### config.mk
export PLATFORM = sky130hd
export DESIGN_NAME = proximo_pc
export DESIGN_NICKNAME = d
export VERILOG_FILES = /design/src/rtl/proximo_pc_pkg.sv /design/src/rtl/proximo_pc_pilha_retorno.sv /design/src/rtl/proximo_pc.sv
export SDC_FILE = /design/constraint.sdc
export NUM_CORES = 1
export LEC_CHECK = 0
export BUFFER_PORTS_ARGS = -buffer_cell sky130_fd_sc_hd__buf_2
export CORE_ASPECT_RATIO = 2
export CORE_MARGIN = 3
export CORE_UTILIZATION = 25
export CTS_CLUSTER_DIAMETER = 100
export DETAILED_ROUTE_END_ITERATION = 8
export PLACE_DENSITY = 0.53
export RECOVER_POWER = 25
export SLEW_MARGIN = 20
export SYNTH_ARGS = -nofsm -noshare
export SYNTH_HDL_FRONTEND = slang
export SYNTH_SLANG_ARGS = --single-unit
### constraint.sdc
create_clock -name clock -period 3 [get_ports clock]
set_input_delay 0.15 -clock clock [delete_from_list [all_inputs] [get_ports clock]]
set_output_delay 0.15 -clock clock [all_outputs]
set_load 0.02 [all_outputs]
### src/rtl/proximo_pc_pkg.sv
// Shared constants for the next-address stage: default sizes, reset address
// and the source-select encoding used by the output mux.
package proximo_pc_pkg;

    localparam int         LARGURA_PAD   = 8;
    localparam int         PROF_PAD      = 4;
    localparam logic [7:0] END_RESET_PAD = 8'h00;

    localparam int SEL_W = 3;
    typedef logic [SEL_W-1:0] sel_t;

    localparam sel_t SEL_SEQ     = 3'd0;
    localparam sel_t SEL_PARADA  = 3'd1;
    localparam sel_t SEL_DESVIO  = 3'd2;
    localparam sel_t SEL_SALTO   = 3'd3;
    localparam sel_t SEL_CHAMADA = 3'd4;
    localparam sel_t SEL_RETORNO = 3'd5;

endpackage

### src/rtl/proximo_pc_pilha_retorno.sv
// Return-address LIFO: PROF entries of LARGURA bits, top visible combinationally.
// Push on full and pop on empty are silently ignored; the caller flags them.
module pilha_retorno
    import proximo_pc_pkg::*;
#(
    parameter int LARGURA = LARGURA_PAD,
    parameter int PROF    = PROF_PAD
) (
    input  logic               clock,
    input  logic               reset,
    input  logic               push,
    input  logic               pop,
    input  logic [LARGURA-1:0] dado,
    output logic [LARGURA-1:0] topo,
    output logic               vazia,
    output logic               cheia
);

    localparam int IW = $clog2(PROF);
    localparam int CW = IW + 1;

    logic [LARGURA-1:0] mem_q [PROF];
    logic [CW-1:0]      cont_q;
    logic [CW-1:0]      cont_d;
    logic [IW-1:0]      ind_topo;

    // Index of the newest entry; meaningless when empty, and then topo is unused.
    assign ind_topo = IW'(cont_q - CW'(1));
    assign topo     = mem_q[ind_topo];
    assign vazia    = (cont_q == '0);
    assign cheia    = (cont_q == CW'(PROF));

    always_comb begin
        cont_d = cont_q;
        if (push && !cheia) begin
            cont_d = cont_q + CW'(1);
        end else if (pop && !vazia) begin
            cont_d = cont_q - CW'(1);
        end
    end

    always_ff @(posedge clock) begin
        if (reset) begin
            cont_q <= '0;
        end else begin
            cont_q <= cont_d;
        end
    end

    always_ff @(posedge clock) begin
        if (push && !cheia) begin
            mem_q[cont_q[IW-1:0]] <= dado;
        end
    end

    a_push_pop_exclusivos: assert property (@(posedge clock) disable iff (reset) !(push && pop));

endmodule

### src/rtl/proximo_pc.sv
// Next-address stage feeding pc.entrada: priority select between stall, return,
// call, jump, relative branch and sequential, plus a return stack and sticky error.
module proximo_pc
    import proximo_pc_pkg::*;
#(
    parameter int                 LARGURA   = LARGURA_PAD,
    parameter int                 PROF      = PROF_PAD,
    parameter logic [LARGURA-1:0] END_RESET = LARGURA'(END_RESET_PAD)
) (
    input  logic               clock,
    input  logic               reset,
    input  logic [LARGURA-1:0] endereco,
    input  logic               parada,
    input  logic               desvio,
    input  logic               salto,
    input  logic               chamada,
    input  logic               retorno,
    input  logic [LARGURA-1:0] imediato,
    output logic [LARGURA-1:0] proximo,
    output logic               pilha_vazia,
    output logic               pilha_cheia,
    output logic               erro_pilha
);

    sel_t               sel;
    logic [LARGURA-1:0] seq;
    logic [LARGURA-1:0] alvo_desvio;
    logic [LARGURA-1:0] topo;
    logic               vazia;
    logic               cheia;
    logic               push;
    logic               pop;
    logic               erro_q;
    logic               erro_d;

    always_comb begin
        sel = SEL_SEQ;
        if (parada) begin
            sel = SEL_PARADA;
        end else if (retorno) begin
            sel = SEL_RETORNO;
        end else if (chamada) begin
            sel = SEL_CHAMADA;
        end else if (salto) begin
            sel = SEL_SALTO;
        end else if (desvio) begin
            sel = SEL_DESVIO;
        end
    end

    // Same-width adds wrap modulo 2^LARGURA; imediato acts as a signed offset.
    assign seq         = endereco + LARGURA'(1);
    assign alvo_desvio = endereco + imediato;

    assign push = !reset && (sel == SEL_CHAMADA);
    assign pop  = !reset && (sel == SEL_RETORNO);

    pilha_retorno #(
        .LARGURA (LARGURA),
        .PROF    (PROF)
    ) u_pilha (
        .clock (clock),
        .reset (reset),
        .push  (push),
        .pop   (pop),
        .dado  (seq),
        .topo  (topo),
        .vazia (vazia),
        .cheia (cheia)
    );

    always_comb begin
        proximo = seq;
        if (reset) begin
            proximo = END_RESET;
        end else begin
            case (sel)
                SEL_PARADA:  proximo = endereco;
                SEL_RETORNO: proximo = vazia ? seq : topo;
                SEL_CHAMADA: proximo = imediato;
                SEL_SALTO:   proximo = imediato;
                SEL_DESVIO:  proximo = alvo_desvio;
                default:     proximo = seq;
            endcase
        end
    end

    assign erro_d = erro_q | (push && cheia) | (pop && vazia);

    always_ff @(posedge clock) begin
        if (reset) begin
            erro_q <= 1'b0;
        end else begin
            erro_q <= erro_d;
        end
    end

    assign pilha_vazia = reset | vazia;
    assign pilha_cheia = !reset & cheia;
    assign erro_pilha  = erro_q;

endmodule
* After elaboration in Yosys (flattened, before gate mapping)
Memory sizes are Yosys's and may differ from the RTL's.
Index checks and enable logic that the tools add are counted.
W data, S select, Z words.
** Storage, ports and cells
- Bits in registers :: 4
- RAM bits :: 32
- Input port bits :: 23
- Output and inout bits :: 11
- Logic and storage cells :: 41
- Memories :: 1
** Cells by class
- $add $sub $neg :: 4
- Eq/ne operators :: 6
- Mux-type cells :: 12
- Bitwise operators :: 4
- Reduce and logical (&&, ||, !) cells :: 12
** Memories
- u_pilha.mem_q :: depth 4, bits a word 8, read ports 1, clocked after Yosys merged registers in 0, wr ports 1, line proximo_pc_pilha_retorno.sv:22 : logic [LARGURA-1:0] mem_q [PROF];
** Operator list (count)
- $pmux W8 S4 :: 1
- $mux W8 :: 2
- $mux W3 :: 5
- $eq A3 B3 Y1 const B :: 3
- $add A8 B1 Y8 const B :: 1
- $add A8 B8 Y8 :: 1
- $eq A3 B2 Y1 const B :: 2
- $logic_and A1 B1 Y1 :: 6
- $mux W2 :: 2
- $add A3 B1 Y3 const B :: 1
- $eq A3 B1 Y1 const B :: 1
- $logic_not A1 Y1 :: 3
- $logic_not A3 Y1 :: 1
- $or A1 B1 Y1 :: 3
- $sub A3 B1 Y3 const B :: 1
- $mux W1 :: 2
- $reduce_bool A2 Y1 :: 1
- $reduce_or A2 Y1 :: 1
- $and A1 B1 Y1 :: 1

* Logic depth before layout (Yosys ltp)
Gate-level depths: netlist of the first run.
- Depth in word-level cells :: 10
- Depth in mapped cells :: 9

* Modules after synthesis
A second synthesis of the first run with hierarchy kept.
** Second synthesis, totals
- Cell total of the unflattened synthesis :: 201
- Area total of the unflattened synthesis :: 2317.2 um2
** Modules (own cells, without submodules)
- pilha_retorno :: instances 1, cells each 75, area each 1450.1 um2, seq. area each 1021.0 um2
- proximo_pc :: instances 1, cells each 126, area each 867.1 um2, seq. area each 20.0 um2

* Least setup slack after synthesis of the first run
Ideal clock, no wire load.
- Kind :: reg2out
- Start :: register u_pilha.cont_q[0]
- End :: output port proximo[6]
- Data arrival time :: 2.137 ns
- Data required time :: 2.850 ns
- Slack :: 0.713 ns
- Stages on the path, launching flop included :: 9
- Path buffers :: 2
- Cell sequence :: dfxtp_1 > buf_6 > inv_1 > ha_1 > clkbuf_1 > mux4_2 > a222oi_1 > a21boi_2 > a31oi_1
** Between the ends
- Longest elaborated chain between the ends :: 5
- Elaborated cells on any way between the ends :: 6
- Classes of those cells :: add/sub (1); mux (3); reduce/logical (1); memory (1)
** Ends and longest elaborated chain
- from (decl) :: line proximo_pc_pilha_retorno.sv:23 : logic [CW-1:0] cont_q;
- from (signal assigned) :: line proximo_pc_pilha_retorno.sv:46 : cont_q <= cont_d;
- $sub A3 B1 Y3
- $mem_v2 Z4 W8
- $mux W8 (*) :: line proximo_pc.sv:79 : SEL_RETORNO: proximo = vazia ? seq : topo;
- $pmux W8 S4 (*) :: line proximo_pc.sv:77 : case (sel)
- $mux W8 (*) :: line proximo_pc.sv:74 : if (reset) begin
- to (decl) :: line proximo_pc.sv:19 : output logic [LARGURA-1:0] proximo,
Every way passes the cells marked *; elsewhere a longest branch is shown, timed or not.

* Final worst setup path of the first run
- Start :: register u_pilha.cont_q[1]
- End :: output port proximo[6]
Same word-level chain as after synthesis.

==> results of run 1 <==
==> stage by stage <==
step | std cells | cell area, sq um | worst slack (ns)
after detailed placement | 311 | 2490 | 0.728
after global routing | 319 | 2650 | 0.305
after floorplan | 183 | 2240 | 0.713
after CTS | 319 | 2660 | 0.478
final | 319 | 2650 | 0.494
after global placement | 311 | 2490 | 0.776
==> critical path: cells and delay by family, from the launching register on <==
| kind | cells | cell delay [ns] |
|---|---|---|
| AO/OA/AOI/OAI | 3 | 0.59 |
| adder cells (fa/ha/maj) | 1 | 0.52 |
| multiplexers | 1 | 0.36 |
| flip-flops | 1 | 0.34 |
| buffers and inverters | 2 | 0.26 |
==> cells in the final DEF, fill, tap and decap left out, types with 3 or more instances in the layout <==
cell	netlist	layout
inv_1	6	6
nand2_1	16	16
mux4_1	6	6
nor2_1	10	10
a21o_1	3	3
edfxtp_1	32	32
dfxtp_1	4	4
and2_1	5	5
buf_2	0	31
clkbuf_16	0	5
xor2_1	5	5
a21oi_1	11	11
a31oi_1	6	6
nand3_1	7	7
a211oi_1	3	3
clkbuf_1	3	3
xnor2_1	6	6
ha_1	13	13
a222oi_1	5	5
==> metal layers <==
metal  up-vias  wire length (um)  part of all wire, %
met2        39              3300                   58
met4         0               244                  4.3
met1       816              1950                   34
met5         -                 0                    0
met3        14               165                  2.9
li1        795                 -                    -
==> where the power goes <==
group,internal [mW],switching (mW)
clock,0.390,0.179
sequential,0.559,0.00484
combinational,0.109,0.164
total,1.06,0.347
==> path summary, 6_finish.rpt <==
kind,cells past startpoint,from,end
worst min register to register,2,erro_pilha$_SDFF_PP0_,erro_pilha$_SDFF_PP0_
worst max-delay path,7,u_pilha.cont_q[1]$_SDFFE_PP0P_,proximo[6]
worst max register to register,7,u_pilha.cont_q[1]$_SDFFE_PP0P_,u_pilha.cont_q[0]$_SDFFE_PP0P_
worst min-delay path,2,reset,u_pilha.cont_q[2]$_SDFFE_PP0P_
==> cells by family after synthesis <==
| family | share of synthesized area [%] |
|---|---|
| AOI/OAI and AO/OA | 15.6 |
| xor gates and xnor gates | 4.31 |
| adders and majority gates | 8.17 |
| buffers and inverters | 3.19 |
| DFF | 46.6 |
| muxes | 9.07 |
| and+or+nand+nor | 13.1 |
==> registers in the layout, indices dropped and copies added, names as in the netlist <==
register	flops
u_pilha.mem_q	32
u_pilha.cont_q	3
erro_pilha	1
==> final cells by class <==
class | instances | area, sq um
inverters | 6 | 22.5
repair buffers | 35 | 178
clock inverters | 2 | 35.0
well taps | 100 | 125
multi-input cells | 134 | 1120
fillers | 893 | 5990
clock buffers | 6 | 129
flip-flops and latches | 36 | 1040
==> summary.md, run 1 <==
| Metric | Value |
|---|---|
| IO Pins | 34 |
| Initial antenna violation count | 0 |
| Skew final | 0.00496 ns |
| Grt met3 use | 0.868% |
| Hold WS | 0.245 ns |
| Synth top cells by count | edfxtp_1, nand2_1, ha_1 |
| Final Hold Viols | 0 |
| Pwr/cell area | 529 nW/um^2 |
| Pleak | 0.972 nW |
| Post-Synthesis Cells | 183 |
| GR Overflow Total | 0 |
| First-pass GRT wire length | 8760 um |
| Antenna Diode Count | 0 |
| Design Power | 1.40 mW |
| Full die area | 10200 sq um |
| Status | complete, no violations |
| # setup viols final | 0 |
| GRT Util Overall | 11.7% |
| Worst Path Required | 2.85 ns |
| Upper clock frequency limit | 399 MHz |
| Die Height | 140 um |
| Fin crit share | 83.5% |
| Post-route setup TNS | 0 ns |
| Vias | 1664 |
| Measured slew at the worst slew-check pin | 0.811 ns |
| DRT antenna net count | 0 |
| Global route hottest layer | met2 |
| Worst hold path type | in -> reg |
| Reg clk slew, reported paths | 0.05 ns |
| Mapped Area | 2240 sq um |
| Starting Density | 25.9% |
| CTS buffer count | 5 |
| Fin. max-slew vios | 0 |
| Post-CTS setup buffers | 0 |
| Synth cell types | 48 |
| Relative slew slack | 45.5% |
| Synthesized flop and latch total | 36 |
| DRT Wirelength | 5660 um |
| Crit-path max cell delay | 0.52 ns |
| Area growth, synth to finish | 18.7% |
| Die W | 72.9 um |
| Period minus WS final | 2.51 ns |
| Post-CTS Hold Buffers | 0 |
| Startpoint type of the worst setup path | flop |
| CTS Buffer Depth | 2 |
| Worst Path Max Fanout | 10 |
| Worst skew pair latency | 0.27 ns |
| Core ar. | 8650 sq um |
| CTS tree | done |
| Max cap viols | 0 |
| Crit path kind | reg -> out |
| Crit path DAT | 2.36 ns |
| Vias per Instance | 5.22 |
| Clock root cell | clkbuf_16 |
| CP endpoint kind | primary output |
| EDFF count, synth | 32 |
| I/O Buffers | 33 |
| Clock sink count | 36 |
| Layout cells sized above 1 | 21.9% |
| Resized Gates After CTS | 0 |
| Biggest area consumer among synthesized cells | edfxtp_1 |
| Drt drc | 0 |
| Routed WL per cell | 17.8 um |
| DR pass1 iterations | 5 |
| Synth top area cells | edfxtp_1, ha_1, mux4_1, dfxtp_1, nand2_1 |
| Top-count cell post-synth | edfxtp_1 |
| Placement Rows | 48 |
| Placer Congestion | 0.890 |
| Initial drt markers | 95 |
| Met1 Usage GRT | 11.1% |
| Unrepaired setup endpoints after global routing | no |
| Part of the Yosys area used for sequential elements | 46.6% |
| Master of the slowest instance on the critical path | ha_1 |
| Avg Cell Area, Syn | 12.2 sq um |
| FFs w/ async S/R, synth | 0% |
| Largest net degree at the start of global routing | 16 |
| Peak supply drop | 0.221 mV |
| Post-Syn Nets | 220 |
| Hpwl dp | 4510 um |
| Crit path cell chain | inv_1 > ha_1 > mux4_2 > a222oi_1 > a21boi_2 > a31oi_1 > buf_2 |
| Synth warnings | 0 |
| Synth top area share | 43.0% |
| Met2 Use GR | 21.9% |
| R2R setup slack | 1.21 ns |
| Number of global-route vias before repair | 1701 |
| Nets@finish | 255 |
| Post-synth top flop | edfxtp_1 |
| H-Tree Depth | 2 |
| Util after Layout | 30.7% |
Power figures use the tool's default switching activity.
==> run 2, diff against run 1 <==
- PLACE_DENSITY: 0.53 -> 0.54
- clock period: 3 -> 2.1 ns (I/O delays scaled with it)
==> run 2 against run 1 <==
Routed wire length is 7.0% higher. Power rose by 51%. Largest cell class unchanged. Clock power is 46% higher. Critical path depth unchanged. Utilization rose by 2.3 points. Hold slack worse by 0.028 ns. Critical endpoint unchanged. Global-route usage increased by 0.86 points.
==> summary.md, run 2 (synthesized netlist as in run 1, its figures left out) <==
| Metric | Value |
|---|---|
| Antenna Diode Count | 0 (unchanged) |
| R2R setup slack | 0.59 ns (was 1.21 ns) |
| First-pass GRT wire length | 9450 um (was 8760 um) |
| CTS Buffer Depth | 2 (unchanged) |
| Hpwl dp | 4750 um (was 4510 um) |
| Hold path endpoint | erro_pilha$_SDFF_PP0_ (was u_pilha.cont_q[2]$_SDFFE_PP0P_) |
| Worst Path Required | 2.00 ns (was 2.85 ns) |
| Worst Path Max Fanout | 4 (was 10) |
| CP endpoint kind | primary output (unchanged) |
| Worst hold path type | in -> reg (unchanged) |
| Vias per Instance | 5.23 (was 5.22) |
| Post-CTS Hold Buffers | 0 (unchanged) |
| Clock sink count | 36 (unchanged) |
| Starting Density | 25.9% (unchanged) |
| Area growth, synth to finish | 27.5% (was 18.7%) |
| Multi-input combinational cell area | 1160 sq um (was 1120 sq um) |
| Post-route setup slack | 0.00160 ns (was 0.494 ns) |
| Crit path kind | reg -> out (unchanged) |
| Measured slew at the worst slew-check pin | 0.881 ns (was 0.811 ns) |
| Vias | 1769 (was 1664) |
| GR Overflow Total | 0 (unchanged) |
| Crit path DAT | 1.99 ns (was 2.36 ns) |
| Launch point of the worst hold path | reset (unchanged) |
| Relative slew slack | 40.8% (was 45.5%) |
| Design Power | 2.11 mW (was 1.40 mW) |
| Final Hold Viols | 0 (unchanged) |
| Unrepaired setup endpoints after global routing | yes (was no) |
| Routed WL per cell | 17.9 um (was 17.8 um) |
| Nets@finish | 274 (was 255) |
| Placement Rows | 48 (unchanged) |
| IO Pins | 34 (unchanged) |
| Max cap viols | 0 (unchanged) |
| CTS buffer count | 5 (unchanged) |
| Fillers | 881 (was 893) |
| Number of global-route vias before repair | 1878 (was 1701) |
| # setup viols final | 0 (unchanged) |
| H-Tree Depth | 2 (unchanged) |
| Fin crit share | 99.9% |
| Skew final | 0.00205 ns (was 0.00496 ns) |
| Worst skew pair latency | 0.28 ns (was 0.27 ns) |
| Largest net degree at the start of global routing | 16 (unchanged) |
| Layout cells sized above 1 | 32.8% (was 21.9%) |
| Placer Congestion | 0.843 (was 0.890) |
| Upper clock frequency limit | 477 MHz |
| Clock root cell | clkbuf_16 (unchanged) |
| CTS tree | done (unchanged) |
| Initial drt markers | 72 (was 95) |
| Pwr/cell area | 742 nW/um^2 (was 529 nW/um^2) |
| Period minus WS final | 2.10 ns |
| R2R cell count | 7 (unchanged) |
| Startpoint type of the worst setup path | flop (unchanged) |
| WHS Path Cells | 3 (was 2) |
| Core ar. | 8650 sq um (unchanged) |
| Hold WS | 0.217 ns (was 0.245 ns) |
| Peak supply drop | 0.423 mV (was 0.221 mV) |
| Util after Layout | 33.0% (was 30.7%) |
| Initial antenna violation count | 0 (unchanged) |
| Full die area | 10200 sq um (unchanged) |
| Pleak | 1.07 nW (was 0.972 nW) |
| Die W | 72.9 um (unchanged) |
| Placed cell count | 324 (was 311) |
| Status | complete, no violations (unchanged) |
| Pre-CTS setup slack | 0.0601 ns (was 0.728 ns) |
| Fin. max-slew vios | 0 (unchanged) |
| Drt drc | 0 (unchanged) |
| R2R Path Start | u_pilha.cont_q[0]$_SDFFE_PP0P_ (was u_pilha.cont_q[1]$_SDFFE_PP0P_) |
| I/O Buffers | 33 (unchanged) |
| Most frequent cells in the layout | edfxtp_1, buf_2, buf_4, nand2_1, ha_1 (was edfxtp_1, buf_2, nand2_1, ha_1, a21oi_1) |
| Largest register FFs | 32 (unchanged) |
| RR Endpoint | u_pilha.cont_q[1]$_SDFFE_PP0P_ (was u_pilha.cont_q[0]$_SDFFE_PP0P_) |
| FF+latch area | 1050 sq um (was 1040 sq um) |
| DRT Wirelength | 6060 um (was 5660 um) |
| Commonest non-fill, non-tap cell in the layout | edfxtp_1 (unchanged) |
| DR pass1 iterations | 5 (unchanged) |
| Die Height | 140 um (unchanged) |
| DRT antenna net count | 0 (unchanged) |
| GRT Util Overall | 12.5% (was 11.7%) |
| Non-Filler Instances | 338 (was 319) |
| Reg clk slew, reported paths | 0.05 ns (about the same) |
-- run 2: cell count changes in the layout (fill, tap and decap cells not counted), moves of 2 or more --
cell,before,now
buf_2,31,29
buf_4,2,19
buf_6,0,2
dfxtp_1,4,2
inv_1,6,4
inv_4,0,2
-- run 2: layer usage --
| layer | wire length [um] | part of all wire, % | track usage, % | up-vias |
|---|---|---|---|---|
| met5 | 0 | 0 | 0 | - |
| met4 | 267 | 4.4 | 9.34 | 0 |
| met3 | 225 | 3.7 | 1.01 | 17 |
| met2 | 3650 | 60 | 24.4 | 53 |
| met1 | 1920 | 32 | 11.1 | 873 |
| li1 | - | - | - | 826 |
-- run 2: worst max path at each step --
stage | from | to | slack [ns] | depth (start not counted)
CTS | u_pilha.cont_q[0]$_SDFFE_PP0P_ | proximo[6] | -0.01 | 7
global placement | endereco[0] | proximo[6] | 0.09 | 9
floorplan | u_pilha.cont_q[0]$_SDFFE_PP0P_ | proximo[6] | -0.007 | 8
detailed placement | u_pilha.cont_q[1]$_SDFFE_PP0P_ | proximo[6] | 0.06 | 7
finish | u_pilha.cont_q[0]$_SDFFE_PP0P_ | proximo[6] | 0.002 | 7
global route | u_pilha.cont_q[0]$_SDFFE_PP0P_ | proximo[6] | -0.13 | 7
-- run 2: worst max-delay path, cell delays in order (launching register included) --
cell and delay, ns:
dfxtp_4 0.37, inv_4 0.04, ha_4 0.29, mux4_2 0.29, a222oi_1 0.26, a21boi_2 0.19
a31oi_1 0.10, buf_4 0.17
-- run 2: what timing repair did --
item / 4_1_cts / 5_1_grt
gates resized for setup: 10 / 10
pin swaps: 3 / 1
setup buffers: 5 / 1
setup endpoints to repair: 8 / 6
-- run 2: through the flow --
step,TNS [ns],cell area [sq um]
final,0,2850
after CTS,-0.0150,2830
after global placement,0,2600
after detailed placement,0,2600
after global routing,-0.288,2850
after floorplan,-0.00738,2240
-- run 2: layout make-up --
| cell class | count | share of cell area [%] |
|---|---|---|
| clock inverter | 3 | 1.49 |
| sequential | 36 | 36.7 |
| tap | 100 | 4.39 |
| multi-input combinational | 134 | 40.7 |
| inverter | 6 | 0.965 |
| timing repair buffer | 54 | 11.4 |
| clock buffer | 5 | 4.39 |
-- run 2: power by group --
group          total, mW  internal (mW)  switching (mW)  leakage, nW
clock              0.831          0.556           0.275       0.0798
sequential         0.808          0.799         0.00985        0.322
combinational      0.475          0.213           0.262        0.665
